[src/rtl/cart_resp_pkg.sv]
// cart_resp_pkg: shared FSM states, bus address map constants and decode helper for cart_responder.
package cart_resp_pkg;
  typedef enum logic [2:0] {IDLE, RD_REQ, RD_WAIT, RD_HOLD, WR_DEC, WR_MEM} state_t;
  localparam logic [15:0] ROM0_END = 16'h3FFF;
  localparam logic [15:0] ROMX_END = 16'h7FFF;
  localparam logic [15:0] RAM_BASE = 16'hA000;
  localparam logic [15:0] RAM_END = 16'hBFFF;
  localparam logic [3:0] RAM_EN_KEY = 4'hA;
  localparam logic [7:0] UNMAPPED_RD = 8'hFF;
  function automatic logic is_ram(input logic [15:0] a, input logic ncs);
    return a >= RAM_BASE && a <= RAM_END && !ncs;
  endfunction
endpackage

[src/rtl/cart_bus_sync.sv]
// cart_bus_sync: N-stage synchronizer for the 27 cartridge bus bits, with the previous synchronized
// sample kept for write capture and nrd fall / nwr rise pulses.
module cart_bus_sync #(
  parameter int N = 2
) (
  input  logic        clk_8m,
  input  logic        rst_n,
  input  logic [15:0] a,
  input  logic [7:0]  d,
  input  logic        nrd,
  input  logic        nwr,
  input  logic        ncs,
  output logic [15:0] a_s,
  output logic [15:0] a_p,
  output logic [7:0]  d_p,
  output logic        nrd_s,
  output logic        nwr_s,
  output logic        ncs_s,
  output logic        ncs_p,
  output logic        nrd_fall,
  output logic        nwr_rise
);
  localparam logic [26:0] IDLE_BUS = {24'h0, 3'b111};
  logic [26:0] sr [N];
  logic [26:0] cur, prev;
  always_ff @(posedge clk_8m or negedge rst_n)
    if (!rst_n) begin
      for (int i = 0; i < N; i++) sr[i] <= IDLE_BUS;
      prev <= IDLE_BUS;
    end else begin
      sr[0] <= {a, d, nrd, nwr, ncs};
      for (int i = 1; i < N; i++) sr[i] <= sr[i-1];
      prev <= cur;
    end
  assign cur = sr[N-1];
  assign a_s = cur[26:11];
  assign nrd_s = cur[2];
  assign nwr_s = cur[1];
  assign ncs_s = cur[0];
  assign a_p = prev[26:11];
  assign d_p = prev[10:3];
  assign ncs_p = prev[0];
  assign nrd_fall = prev[2] & ~cur[2];
  assign nwr_rise = ~prev[1] & cur[1];
endmodule

[src/rtl/cart_responder.sv]
// cart_responder: cartridge-bus target serving reads/writes from a backing memory port.
// Define CART_RESP_MBC1_EN to compile in MBC1 bank / RAM-enable registers.
module cart_responder
  import cart_resp_pkg::*;
#(
  parameter int SYNC_STAGES = 2,
  parameter int MEM_AW = 21
) (
  input  logic              clk_8m,
  input  logic              rst_n,
  input  logic [15:0]       cart_a,
  input  logic [7:0]        cart_d_in,
  input  logic              cart_nrd,
  input  logic              cart_nwr,
  input  logic              cart_ncs,
  output logic [7:0]        cart_d_out,
  output logic              cart_d_oe,
  output logic [MEM_AW-1:0] mem_addr,
  output logic              mem_ram,
  output logic              mem_rd,
  output logic              mem_wr,
  output logic [7:0]        mem_wdata,
  input  logic [7:0]        mem_rdata,
  input  logic              mem_ack,
  output logic [6:0]        rom_bank,
  output logic              rd_late,
  output logic              bus_err
);
  logic [15:0] a_s, a_p;
  logic [7:0] d_p;
  logic nrd_s, nwr_s, ncs_s, ncs_p, nrd_fall, nwr_rise;
  logic ram_en, late, wr_go, rd_map, err;
  state_t state, nxt;
  cart_bus_sync #(.N(SYNC_STAGES)) u_sync (
    .clk_8m(clk_8m), .rst_n(rst_n), .a(cart_a), .d(cart_d_in), .nrd(cart_nrd), .nwr(cart_nwr),
    .ncs(cart_ncs), .a_s(a_s), .a_p(a_p), .d_p(d_p), .nrd_s(nrd_s), .nwr_s(nwr_s), .ncs_s(ncs_s),
    .ncs_p(ncs_p), .nrd_fall(nrd_fall), .nwr_rise(nwr_rise)
  );
  function automatic logic [MEM_AW-1:0] map_addr(input logic [15:0] a, input logic ncs,
                                                 input logic [6:0] bank);
    if (is_ram(a, ncs)) return MEM_AW'(a[12:0]);
    return a <= ROM0_END ? MEM_AW'(a[13:0]) : MEM_AW'({bank, a[13:0]});
  endfunction
  // A write strobe release while nrd is still low belongs to a collided cycle and is dropped.
  assign wr_go = nwr_rise & nrd_s;
  assign rd_map = a_s <= ROMX_END || is_ram(a_s, ncs_s);
  assign err = state == IDLE ? (nrd_fall & ~nwr_s) | (nwr_rise & ~nrd_s) : nrd_fall | nwr_rise;
  always_ff @(posedge clk_8m or negedge rst_n)
    if (!rst_n) state <= IDLE;
    else state <= nxt;
  always_comb begin
    nxt = state;
    case (state)
      IDLE:    nxt = nrd_fall ? (rd_map ? RD_REQ : RD_HOLD) : wr_go ? WR_DEC : IDLE;
      RD_REQ:  nxt = RD_WAIT;
      RD_WAIT: nxt = mem_ack ? (late | nrd_s ? IDLE : RD_HOLD) : RD_WAIT;
      RD_HOLD: nxt = nrd_s ? IDLE : RD_HOLD;
      WR_DEC:  nxt = mem_wr ? WR_MEM : IDLE;
      WR_MEM:  nxt = mem_ack ? IDLE : WR_MEM;
      default: nxt = IDLE;
    endcase
  end
  always_comb begin
    mem_rd = state == RD_REQ;
    mem_wr = state == WR_DEC && mem_ram && ram_en;
    cart_d_oe = state == RD_HOLD;
  end
  always_ff @(posedge clk_8m or negedge rst_n)
    if (!rst_n) begin
      mem_addr <= '0;
      mem_ram <= 1'b0;
      mem_wdata <= '0;
      cart_d_out <= '0;
      late <= 1'b0;
      rd_late <= 1'b0;
      bus_err <= 1'b0;
    end else begin
      if (state == IDLE && nrd_fall) begin
        mem_addr <= map_addr(a_s, ncs_s, rom_bank);
        mem_ram <= is_ram(a_s, ncs_s);
        late <= 1'b0;
        if (!rd_map) cart_d_out <= UNMAPPED_RD;
      end else if (state == IDLE && wr_go) begin
        mem_addr <= map_addr(a_p, ncs_p, rom_bank);
        mem_ram <= is_ram(a_p, ncs_p);
        mem_wdata <= d_p;
      end
      if (state == RD_WAIT && mem_ack) cart_d_out <= mem_rdata;
      if ((state == RD_REQ || state == RD_WAIT) && nrd_s) begin
        late <= 1'b1;
        rd_late <= 1'b1;
      end
      if (err) bus_err <= 1'b1;
    end
`ifdef CART_RESP_MBC1_EN
  logic [15:0] w_a;
  logic [6:0] bank;
  logic ram_en_r;
  always_ff @(posedge clk_8m or negedge rst_n)
    if (!rst_n) begin
      w_a <= '0;
      bank <= 7'd1;
      ram_en_r <= 1'b0;
    end else begin
      if (state == IDLE && wr_go && !nrd_fall) w_a <= a_p;
      if (state == WR_DEC && w_a[15:13] == 3'b000) ram_en_r <= mem_wdata[3:0] == RAM_EN_KEY;
      if (state == WR_DEC && w_a[15:13] == 3'b001) bank[4:0] <= mem_wdata[4:0] == 5'd0 ? 5'd1 : mem_wdata[4:0];
      if (state == WR_DEC && w_a[15:13] == 3'b010) bank[6:5] <= mem_wdata[1:0];
    end
  assign rom_bank = bank;
  assign ram_en = ram_en_r;
`else
  assign rom_bank = 7'd1;
  assign ram_en = 1'b1;
`endif
endmodule
[config.mk]
export PLATFORM = sky130hd
export DESIGN_NAME = cart_responder
export DESIGN_NICKNAME = d
export VERILOG_FILES = /design/src/rtl/cart_resp_pkg.sv /design/src/rtl/cart_bus_sync.sv /design/src/rtl/cart_responder.sv
export SDC_FILE = /design/constraint.sdc
export NUM_CORES = 1
export LEC_CHECK = 0
export ABC_AREA = 1
export CAP_MARGIN = 20
export CELL_PAD_IN_SITES_DETAIL_PLACEMENT = 1
export CELL_PAD_IN_SITES_GLOBAL_PLACEMENT = 2
export CORE_UTILIZATION = 34
export CTS_BUF_LIST = sky130_fd_sc_hd__clkbuf_4 sky130_fd_sc_hd__clkbuf_8 sky130_fd_sc_hd__clkbuf_16
export DETAILED_ROUTE_END_ITERATION = 8
export PLACE_DENSITY_LB_ADDON = 0.1
export SETUP_SLACK_MARGIN = 0.3
export SLEW_MARGIN = 0
export SYNTH_ARGS = -nofsm -noshare
export SYNTH_HDL_FRONTEND = slang
export SYNTH_SLANG_ARGS = --single-unit
[constraint.sdc]
create_clock -name clk_8m -period 3.6 [get_ports clk_8m]
set_input_delay 0.54 -clock clk_8m [delete_from_list [all_inputs] [get_ports clk_8m]]
set_output_delay 0.54 -clock clk_8m [all_outputs]
set_load 0.03 [all_outputs]
==> results of run 1 <==
[stage by stage]
stage	utilization	setup slack (ns)
floorplan	-	1.86
global placement	0.417	1.45
detailed placement	0.417	1.44
CTS	0.464	1.05
global route	0.464	0.992
finish	0.464	1.10
[layout by cell type (no fill, tap or decap), types with 3 or more instances in the layout]
| cell | n |
|---|---|
| dfrtp_1 | 110 |
| o21ai_0 | 5 |
| clkinv_2 | 3 |
| inv_1 | 48 |
| nor2_4 | 3 |
| clkbuf_8 | 5 |
| nand3_1 | 41 |
| conb_1 | 13 |
| nor2_1 | 8 |
| clkbuf_4 | 6 |
| buf_4 | 3 |
| clkdlybuf4s50_1 | 73 |
| dfstp_2 | 9 |
| or2_2 | 3 |
| clkbuf_16 | 17 |
| nand2_1 | 117 |
[routing by layer]
| layer | vias to the layer above | wire (um) |
|---|---|---|
| met4 | 0 | 142 |
| met3 | 10 | 491 |
| met1 | 1284 | 3850 |
| met5 | - | 0 |
| met2 | 65 | 3690 |
| li1 | 1289 | - |
[worst min-delay path by stage]
stage	startpoint	endpoint	slack (ns)	cells past startpoint
after global placement	u_sync.sr[53]	u_sync.cur[26]	0.33	0
after CTS	rst_n	u_sync.prev[6]	0.31	1
after floorplan	rst_n	bus_err	0.24	0
after global routing	rst_n	u_sync.prev[6]	0.35	1
after detailed placement	u_sync.sr[39]	u_sync.cur[12]	0.34	0
final	rst_n	u_sync.prev[6]	0.27	1
[power breakdown]
part / total (mW) / switching (mW) / internal, mW
sequential: 1.71 / 0.131 / 1.58
clock: 1.54 / 0.537 / 1.01
combinational: 1.23 / 0.764 / 0.469
total: 4.49 / 1.43 / 3.06
[kinds of logic after synthesis]
| family | Yosys count |
|---|---|
| buffers and inverters | 68 |
| flip-flops | 119 |
| AO/OA/AOI/OAI | 7 |
| AND/OR/NAND/NOR | 178 |
| other | 2 |
[cell usage after synthesis (2+ instances only)]
| library cell | count | area, um2 |
|---|---|---|
| nor2_4 | 3 | 33.8 |
| inv_1 | 48 | 180 |
| conb_1 | 2 | 7.51 |
| buf_2 | 2 | 10.0 |
| nor2_1 | 8 | 30.0 |
| nand3_1 | 41 | 205 |
| dfrtp_1 | 110 | 2750 |
| dfstp_2 | 9 | 236 |
| buf_6 | 2 | 22.5 |
| buf_4 | 15 | 113 |
| nand2_1 | 117 | 439 |
| o21ai_0 | 5 | 25.0 |
| or2_2 | 3 | 18.8 |
[layout make-up]
cell class	count	area (um2)
sequential	119	2990
timing repair buffer	76	753
fill	1314	6420
inverter	49	184
clock inverter	3	15.0
clock buffer	28	539
tap	147	184
multi-input combinational	198	881
[registers in the layout, summed over array words and instances (netlist names)]
register     count
mem_ram          1
mem_addr        15
u_sync.cur      27
mem_wdata        8
cart_d_out       8
u_sync.sr       27
late             1
state            3
bus_err          1
u_sync.prev     27
rd_late          1
==> qor.yml, run 1 <==
die_h_um: 113
rsz0062_at_grt: "false"
crit_type: "reg -> out"
clkTransAtPathRegs_ns: 0.05
numCtsBuffers: 17
crit_end: "cart_d_oe"
vias_per_cell: 4.27
path_cells: "inv_1 -> nor3_1 -> clkdlybuf4s50_1"
slew_viol_final: 0
die_area_um2: 12700
synth.distinct_cells: 22
slowest_delay_ns: 0.75
grt_util_met1: 0.187
hpwl_um: 5240
cts_sinks: 119
io_pins: 88
grt_overflow: 0
grt-busiest-layer: "met2"
insertion_delay_ns: 0.41
cp.arrival_ns: 1.96
ys.flop_type: "dfrtp_1"
synth-async-reset-ratio: 1.00
num_rows: 40
fin_cells: 620
hold_buffers: 0
status: "finished, final reports clean"
grt_pass1_wl_um: 14100
crit_path_end_kind: "primary output"
powerDensity_nw_per_um2: 809
grt_max_degree: 74
synth_edf_count: 0
synth-seq-cells: 119
post-route-min-period_ns: 2.50
ff2ff_setup_slack_ns: 1.60
drt-initial-drc-count: 80
initial_core_util: 0.348
cts_tree: "built"
ant_nets: 0
grt_use_met2: 0.224
root_buffer: "clkbuf_16"
path_max_fanout: 4
maxCapViolations: 0
cts_htree_levels: 4
synth_xor_area_frac: 0
cpLargestDelayFamily: "buffers and inverters"
core_area_um2: 12000
slowest_stage: "clkdlybuf4s50_1"
grt_use_met3: 0.0653
gp_congestion: 0.721
hp-class: "in -> async"
syn_to_final_growth_pct: 33.4
drc: 0
critPathBufInv: 2
wl_um: 8170
antenna_found_initial: 0
synthAdderAreaFrac: 0
clockBufferDepth: 2
crit_start: "state[0]"
syn_area_um2: 4160
reg2regPathDepth: 6
diodes: 0
ys_warn_count: 0
max-vdd-ir-drop_mv: 0.424
placed_cells: 589
reg2reg_to: "cart_d_out[3]"
synth_compound_area_frac: 0.0117
r2r_start: "u_sync.prev[2]"
synth_top_family_by_area: "simple AND/OR/NAND/NOR gates"
worstSetupPathDepth: 3
synth_cells: 374
synthMuxAreaShare: 0
clock_skew_ns: 0.0123
die_x_um: 113
crit_path_start_kind: "flip-flop"
fmax_mhz: 401
wl_per_cell_um: 13.2
synthSimpleGateAreaFrac: 0.188
postSynthAreaPerCell_um2: 11.1
fin_nets: 499
hold_viol: 0
place_area_um2: 4990
fin_area_um2: 5550
via_count: 2648
seq_area_frac_synth: 0.719
grt_usage: 0.149
critPathRequiredTime_ns: 3.06
total_leakage_power_nw: 2.75
finalCritPeriodShare: 0.693
drt_first_pass_iters: 4
cts_resized: 0
hold_ws_ns: 0.267
drive_gt1_frac: 0.112
grt_pass1_vias: 2811
power_mw: 4.49
io_buffer_count: 74
tightest_slew_ns: 0.921
finalSetupViolCount: 0
relSlewSlack: 0.386
cts_setup_buffers: 0
fin_setup_tns_ns: 0
Note: power is estimated with default switching activity, not from simulation.
==> run 2: changes to the inputs <==
CORE_UTILIZATION = 32   (was 34)
clock period = 2.5 ns   (was 3.6 ns; I/O delays follow)
==> qor.yml, run 2 (synthesized netlist as in run 1, its figures left out) <==
drc: 0  # unchanged
crit_path_end_kind: "primary output"
grt_overflow: 0  # unchanged
vias_per_cell: 4.07  # -4.6%
status: "finished, final reports clean"
grt_pass1_wl_um: 14100  # +0.20%
fin_setup_tns_ns: 0  # unchanged
cts_htree_levels: 4  # unchanged
fin_cells: 647  # +4.4%
reg2regPathDepth: 6  # unchanged
grt_max_degree: 120  # +62%
diodes: 0  # unchanged
r2r_start: "u_sync.prev[2]"
tightest_slew_ns: 0.623  # -0.298 ns
max-vdd-ir-drop_mv: 0.563  # +33%
num_rows: 41  # +2.5%
maxCapViolations: 0  # unchanged
crit_end: "mem_wr"
wl_um: 8470  # +3.6%
hold_buffers: 0  # unchanged
reg2reg_to: "cart_d_out[1]"
hpwl_um: 5350  # +2.1%
hold_viol: 0  # unchanged
die_area_um2: 13500  # +6.1%
relSlewSlack: 0.585  # +0.199
grt_usage: 0.143  # -0.00658
mostFrequentLayoutCell: "nand2_1"
post-route-min-period_ns: 2.00
place_ws_ns: 0.590  # -0.854 ns
clockBufferDepth: 2  # unchanged
cts_sinks: 119  # unchanged
path_max_fanout: 6  # +2
total_leakage_power_nw: 2.78  # +1.2%
ant_nets: 0  # unchanged
syn_to_final_growth_pct: 35.3
grt_pass1_vias: 2768  # -1.5%
finalCritPeriodShare: 0.800
fin_util: 0.446  # -0.0177
drive_gt1_frac: 0.116  # +0.00374
drt_first_pass_iters: 4  # unchanged
io_buffer_count: 74  # unchanged
via_count: 2635  # -0.49%
wl_per_cell_um: 13.1  # -0.69%
fmax_mhz: 500
placed_cells: 615  # +4.4%
gp_congestion: 0.708  # -1.9%
crit_path_start_kind: "flip-flop"
powerDensity_nw_per_um2: 1170  # +44%
clock_skew_ns: 0.00680  # -0.00553 ns
clkTransAtPathRegs_ns: 0.05  # about the same
fin_nets: 500  # +0.20%
initial_core_util: 0.329  # -0.0181
rsz0062_at_grt: "false"
drt-initial-drc-count: 101  # +26%
core_area_um2: 12600  # +5.5%
final_cell_mix: "nand2_1, dfrtp_1, clkdlybuf4s50_1, inv_1, nand3_1"
crit_start: "state[1]"
antenna_found_initial: 0  # unchanged
cts_tree: "built"
finalSetupViolCount: 0  # unchanged
hp-class: "in -> async"
root_buffer: "clkbuf_16"
critPathRequiredTime_ns: 2.12  # -0.94 ns
crit_type: "reg -> out"
ff2ff_setup_slack_ns: 0.70  # -0.90 ns
io_pins: 88  # unchanged
slew_viol_final: 0  # unchanged
numCtsBuffers: 17  # unchanged
fin_ws_ns: 0.500  # -0.605 ns
insertion_delay_ns: 0.40  # about the same
die_x_um: 116  # +3.0%
die_h_um: 116  # +3.0%
cp.arrival_ns: 1.63  # -0.33 ns
==> run 2: through the flow <==
step,total power [mW],hold WS [ns],area [um2]
3_3_place_gp,4.30,0.334,5040
2_1_floorplan,3.53,0.0794,4200
5_1_grt,6.96,0.0965,5630
4_1_cts,6.69,0.0896,5630
3_5_place_dp,4.32,0.336,5040
6_report,6.58,0.0592,5630
==> run 2: worst min path at each step <==
stage	from	to	slack [ns]	depth (start not counted)
3_3_place_gp	u_sync.sr[30]	u_sync.cur[3]	0.33	0
5_1_grt	rst_n	mem_wdata[0]	0.1	2
3_5_place_dp	u_sync.sr[51]	u_sync.cur[24]	0.34	0
2_1_floorplan	rst_n	bus_err	0.08	0
4_1_cts	rst_n	u_sync.prev[5]	0.09	2
6_report	rst_n	u_sync.prev[5]	0.06	2
==> run 2: area by class of cell <==
type	instances	area (um2)
Inverter	49	184
Multi-Input combinational cell	198	881
Sequential cell	119	2990
Timing Repair Buffer	77	769
Fill cell	1400	6990
Tap cell	172	215
Clock inverter	1	7.51
Clock buffer	31	581
==> run 2: critical path, cell delays in order, from the launching register on <==
cell	delay (ns)
dfrtp_1	0.39
inv_1	0.19
nand4_1	0.17
inv_1	0.08
dlygate4sd2_1	0.40
==> run 2: what timing repair did <==
action / 4_1_cts / 5_1_grt
setup buffers: 0 / 0
resized for setup: 3 / 0
endpoints found under the setup margin: 3 / 0
==> run 2: power by group <==
group / internal, mW / total (mW) / switching (mW)
Combinational: 0.679 / 1.79 / 1.11
Clock: 1.55 / 2.33 / 0.781
Sequential: 2.27 / 2.46 / 0.190
==> run 2: metal layers <==
metal  GRT usage  up-vias  share of wire
met1       0.184     1271           0.46
met4      0.0590        0          0.011
met5           0        -              0
met3      0.0581        7          0.060
li1            -     1289              -
met2       0.213       68           0.47
